### config.mk
export PLATFORM = sky130hd
export DESIGN_NAME = cpu_run_ctrl
export DESIGN_NICKNAME = d
export VERILOG_FILES = /design/src/rtl/cpu_run_ctrl.sv
export SDC_FILE = /design/constraint.sdc
export NUM_CORES = 1
export LEC_CHECK = 0
export CAP_MARGIN = 20
export CORE_MARGIN = 1
export CORE_UTILIZATION = 42
export DETAILED_ROUTE_END_ITERATION = 12
export PLACE_DENSITY = 0.83
export SLEW_MARGIN = 20
export SYNTH_ARGS = -nofsm -noshare
export SYNTH_HDL_FRONTEND = slang
export SYNTH_SLANG_ARGS = --single-unit
### constraint.sdc
create_clock -name clk -period 2.63 [get_ports clk]
set_clock_uncertainty 0.1 [all_clocks]
set_input_delay 0.3945 -clock clk [delete_from_list [all_inputs] [get_ports clk]]
set_output_delay 0.3945 -clock clk [all_outputs]
set_load 0.01 [all_outputs]
### src/rtl/cpu_run_ctrl.sv
// Load-and-run controller: streams a program into instruction memory, then runs the core to a halt PC.
// Define CPU_RUN_CTRL_PERF_EN to build the non-NOP fetch counter behind inst_count (tied to 0 otherwise).
module cpu_run_ctrl #(
    parameter int ADDR_W       = 8,
    parameter int DATA_W       = 32,
    parameter int CYC_W        = 16,
    parameter int DRAIN_CYCLES = 4,
    parameter int RST_HOLD     = 2
) (
    input  logic              clk,
    input  logic              reset,
    input  logic              load_start,
    input  logic              ld_valid,
    output logic              ld_ready,
    input  logic [DATA_W-1:0] ld_data,
    input  logic              ld_last,
    input  logic              start,
    input  logic              abort,
    input  logic [ADDR_W-1:0] halt_pc,
    input  logic [CYC_W-1:0]  max_cycles,
    input  logic [ADDR_W-1:0] pc_in,
    input  logic [DATA_W-1:0] inst_in,
    output logic              imem_we,
    output logic [ADDR_W-1:0] imem_waddr,
    output logic [DATA_W-1:0] imem_wdata,
    output logic              cpu_reset,
    output logic              busy,
    output logic              done,
    output logic              timeout,
    output logic              load_err,
    output logic [ADDR_W:0]   prog_len,
    output logic [CYC_W-1:0]  cycle_count,
    output logic [CYC_W-1:0]  inst_count
);

    // state   | meaning
    // IDLE    | waiting for load_start / start, core held in reset
    // LOAD    | accepting program words into instruction memory
    // RESET   | core held in reset for RST_HOLD cycles before running
    // RUN     | core running, watching fetch PC and cycle limit
    // DRAIN   | halt PC seen, letting the pipeline empty
    // DONE    | run finished, core frozen so its state can be read
    typedef enum logic [2:0] {
        S_IDLE,
        S_LOAD,
        S_RESET,
        S_RUN,
        S_DRAIN,
        S_DONE
    } state_t;

    localparam int TMR_MAX = (RST_HOLD > DRAIN_CYCLES) ? RST_HOLD : DRAIN_CYCLES;
    localparam int TMR_W   = (TMR_MAX > 1) ? $clog2(TMR_MAX) : 1;
    localparam logic [TMR_W-1:0] RST_LOAD   = TMR_W'(RST_HOLD - 1);
    localparam logic [TMR_W-1:0] DRAIN_LOAD = TMR_W'(DRAIN_CYCLES - 1);

    state_t            state;
    logic [TMR_W-1:0]  tmr;
    logic [ADDR_W-1:0] halt_q;
    logic [CYC_W-1:0]  limit_q;

    logic              xfer;
    logic              wr_at_top;
    logic              abort_go;
    logic              start_go;
    logic              halt_hit;
    logic              at_limit;
    logic [CYC_W-1:0]  cyc_inc;
    logic              unused_inst;

    assign ld_ready    = (state == S_LOAD);
    assign busy        = (state == S_LOAD) || (state == S_RESET) ||
                         (state == S_RUN)  || (state == S_DRAIN);
    assign xfer        = ld_ready & ld_valid;
    assign imem_we     = xfer;
    assign imem_waddr  = prog_len[ADDR_W-1:0];
    assign imem_wdata  = ld_data;
    assign wr_at_top   = &prog_len[ADDR_W-1:0];
    assign abort_go    = abort & (state != S_IDLE);
    assign start_go    = ((state == S_IDLE) || (state == S_DONE)) & ~abort_go & ~load_start &
                         start & (prog_len != '0);
    assign halt_hit    = (pc_in == halt_q);
    // limit_q holds max_cycles-1; a zero limit wraps to all-ones, i.e. a full 2^CYC_W run
    assign at_limit    = (cycle_count == limit_q);
    assign cyc_inc     = (&cycle_count) ? cycle_count : cycle_count + 1'b1;
    assign unused_inst = ^inst_in;

    always_ff @(posedge clk or negedge reset) begin
        if (!reset) begin
            state       <= S_IDLE;
            tmr         <= '0;
            halt_q      <= '0;
            limit_q     <= '0;
            prog_len    <= '0;
            cycle_count <= '0;
            cpu_reset   <= 1'b1;
            done        <= 1'b0;
            timeout     <= 1'b0;
            load_err    <= 1'b0;
        end else if (abort_go) begin
            state     <= S_IDLE;
            cpu_reset <= 1'b1;
            done      <= 1'b0;
            if (state == S_LOAD) begin
                prog_len <= '0;
            end
        end else begin
            case (state)
                S_IDLE, S_DONE: begin
                    if (load_start) begin
                        state     <= S_LOAD;
                        prog_len  <= '0;
                        done      <= 1'b0;
                        timeout   <= 1'b0;
                        load_err  <= 1'b0;
                        cpu_reset <= 1'b1;
                    end else if (start_go) begin
                        state       <= S_RESET;
                        tmr         <= RST_LOAD;
                        halt_q      <= halt_pc;
                        limit_q     <= max_cycles - 1'b1;
                        cycle_count <= '0;
                        done        <= 1'b0;
                        timeout     <= 1'b0;
                        cpu_reset   <= 1'b1;
                    end
                end
                S_LOAD: begin
                    if (xfer) begin
                        prog_len <= prog_len + 1'b1;
                        if (ld_last) begin
                            state <= S_IDLE;
                        end else if (wr_at_top) begin
                            load_err <= 1'b1;
                            state    <= S_IDLE;
                        end
                    end
                end
                S_RESET: begin
                    if (tmr == '0) begin
                        state     <= S_RUN;
                        cpu_reset <= 1'b0;
                    end else begin
                        tmr <= tmr - 1'b1;
                    end
                end
                S_RUN: begin
                    // a halt in the limit cycle still drains normally and reports done
                    if (halt_hit) begin
                        state       <= S_DRAIN;
                        tmr         <= DRAIN_LOAD;
                        cycle_count <= cyc_inc;
                    end else if (at_limit) begin
                        state     <= S_DONE;
                        timeout   <= 1'b1;
                        cpu_reset <= 1'b1;
                    end else begin
                        cycle_count <= cyc_inc;
                    end
                end
                S_DRAIN: begin
                    cycle_count <= cyc_inc;
                    if (at_limit) begin
                        timeout <= 1'b1;
                    end
                    if (tmr == '0) begin
                        state     <= S_DONE;
                        done      <= 1'b1;
                        cpu_reset <= 1'b1;
                    end else begin
                        tmr <= tmr - 1'b1;
                    end
                end
                default: begin
                    state     <= S_IDLE;
                    cpu_reset <= 1'b1;
                end
            endcase
        end
    end

`ifdef CPU_RUN_CTRL_PERF_EN
    // top nibble zero marks a NOP in this ISA
    always_ff @(posedge clk or negedge reset) begin
        if (!reset) begin
            inst_count <= '0;
        end else if (start_go) begin
            inst_count <= '0;
        end else if (((state == S_RUN) || (state == S_DRAIN)) &&
                     (inst_in[31:28] != 4'd0) && !(&inst_count)) begin
            inst_count <= inst_count + 1'b1;
        end
    end
`else
    assign inst_count = '0;
`endif

endmodule

==> impl_metrics.yaml <==
timing:
  hold_violations: 0
  setup_viol: 0
  finalCriticalPeriod_ps: 2483
  layout_worst_path_cycle_share_pct: 94.40
  slew_headroom_pct: 51.56
  tightest_slew_ps: 726.6
  finalSetupTns_ps: 0
  fmax_mhz: 402.8
  grt_setup_unrepaired: "false"
  slew_viol_final: 0
cts:
  clock_sinks: 58
  htree_levels: 3
  cts_max_path_buffers: 2
  cts_root_buffer: "clkbuf_8"
  clk_latency_ps: 340
  cts_inserted_buffers: 9
  path_clk_slew_ps: 70
  cts_tree: "done"
critical_path:
  cp.arrival_ps: 1990
  cp_data_required_time_ps: 2140
  crit_path_end_kind: "primary output"
  cp_max_fo: 22
  critPathLaunchType: "register"
  worstReg2RegStart: "cycle_count[9]"
  crit_type: "register to primary output"
  critPathLaunch: "state[2]"
synthesis:
  ys_top_cells_by_area: "dfrtp_1 34%, buf_4 11%, xnor2_1 5.5%"
  syn_inst: 459
  yosysMostFrequentCell: "buf_4"
  yosys-mux-area-fraction_pct: 3.220
  synth_fa_ha_area_share_pct: 1.505
  synth_top_cell_by_area: "dfrtp_1"
  synth_compound_area_share_pct: 18.54
  syn-cell-area_mm2: 0.004158
  synthSimpleGateAreaFrac_pct: 19.65
  synth_xor_area_share_pct: 8.637
  synthArstFlopShare_pct: 100.0
  synth-seq-area-share_pct: 34.94
  ys_types: 66
  synth_top_family_by_area: "simple AND/OR/NAND/NOR gates"
  synth_ff_type: "dfrtp_1"
  synth_common_cells: "59 x buf_4, 57 x dfrtp_1, 38 x nor2_1"
  ys_seq_elements: 58
  syn_area_per_cell_um2: 9.058
  synth_edf_count: 0
  synth_top_area_share_pct: 34.31
  ys_warn_count: 0
layout:
  postLayoutCellArea_mm2: 0.005107
  fin_nets: 627
  final_core_util_pct: 54.25
  area_growth_pct: 22.84
  diodes: 0
  drive_gt1_share_pct: 14.89
  fill_cells: 858
routing:
  drc: 0
  wl_mm: 10.08
  first_pass_iters: 5
  avgViaCountPerCell: 5.560
  wl_per_cell_um: 15.44
  drt-initial-drc-count: 275
  vias: 3631
  ant_nets: 0
global_routing:
  first_global_vias: 3502
  antenna_found_initial: 0
  grt_max_degree: 31
  use_met1_pct: 24.89
  busiest_layer: "met2"
  grt_usage_pct: 20.21
  overflow: 0
  use_met2_pct: 34.22
  grt_use_met3_pct: 4.003
  grt_pass1_wl_mm: 16.22
floorplanning:
  ios: 191
  initial_utilization_pct: 44.16
  core-area_mm2: 0.009415
  chipWidth_um: 101.5
  chipHeight_um: 101.5
  row_count: 35
  die_area_mm2: 0.01030
power:
  p_leak_nw: 2.045
  ir_drop_mv: 0.3590
  power_density_mw_per_mm2: 728.2
status:
  status: "complete, no violations"
placed_design:
  hpwl_mm: 7.653
  io_buffer_count: 78
  gp_congestion: 0.8903
  placed_cell_area_mm2: 0.004870
min_path:
  hold_path.startpoint: "done"
  hold_path.class: "register to register"
flow_run:
  drv_cap: 0
worst max-delay path, stage by stage (launching register included):
cell and delay, ps:
dfrtp_2 550, nand2b_1 250, nor2_1 170, and2_1 140
clkdlybuf4s50_1 520
registers in the layout, summed over array words and instances, names as in the netlist:
register,cells
load_err,1
limit_q,16
tmr,2
timeout,1
prog_len,9
cycle_count,16
state,3
halt_q,8
done,1
cpu_reset,1
cells in the final DEF, fill, tap and decap left out, types with 6 or more instances in the layout:
master           synthesis  routed
buf_4                   59      30
nor4_1                   6       6
o22a_1                  12      12
xor2_1                  15      15
clkdlybuf4s50_1          0      77
or3_1                    6       6
nand3_1                 19      19
nor3_1                   8       8
nor2_1                  38      37
dfrtp_1                 57      55
nand2_1                 18      18
clkbuf_8                 0       9
a21oi_1                 25      25
mux2_2                   8       8
inv_1                   13      13
conb_1                   1      16
xnor2_1                 26      26
o21ai_0                 24      24
a211oi_1                 9       9
logic make-up after synthesis:
group / count (synthesis)
AO/OA/AOI/OAI: 113
XOR/XNOR: 41
adder cells (fa/ha/maj): 5
buffers and inverters: 88
flip-flops: 58
multiplexers: 12
other: 1
AND/OR/NAND/NOR: 141
final timing paths:
kind | depth (start not counted) | slack (ps) | end
max | 4 | 150 | imem_we
min | 1 | 380 | done
max reg2reg | 5 | 170 | cycle_count[4]
min reg2reg | 1 | 380 | done
max in group asynchronous | 3 | 1330 | cpu_reset
min in group asynchronous | 2 | 410 | done
stage by stage:
| step | worst slack (ps) | power (mW) | hold slack (ps) | instances |
|---|---|---|---|---|
| floorplan | 423.8 | 2.387 | -1.091 | 474 |
| global placement | 121.7 | 2.721 | 250.3 | 636 |
| finish | 147.3 | 3.719 | 378.6 | 653 |
| detailed placement | 52.12 | 2.780 | 251.7 | 636 |
| global route | 58.97 | 3.937 | 408.8 | 653 |
| CTS | 8.713 | 3.732 | 386.9 | 653 |
area by class of cell:
class,count,area [um^2],area share [%]
multi-input cells,328,2206,43.19
well taps,129,161.4,3.160
repair buffers,109,1011,19.79
inverters,13,48.80,0.9554
clock buffers,9,123.9,2.425
clock inverters,7,101.3,1.984
flip-flops and latches,58,1455,28.49
what timing repair did:
| item | in CTS | in global routing |
|---|---|---|
| resized for setup | 1 | 1 |
| setup endpoints to repair | 1 | 2 |
| hold buffers | 1 | 0 |
| endpoints found under the hold margin | 16 | 0 |
| setup buffers | 0 | 0 |
power by group:
part,switching [mW],internal (mW)
Combinational,0.745,0.700
Clock,0.404,0.539
Sequential,0.207,1.12
Total,1.36,2.36
metal layers:
metal / part of all wire [%] / vias to the layer above
met4: 2.0 / 0
li1: - / 1698
met3: 6.0 / 30
met1: 43 / 1747
met2: 49 / 156
met5: 0 / -
Power figures use the tool's default switching activity.
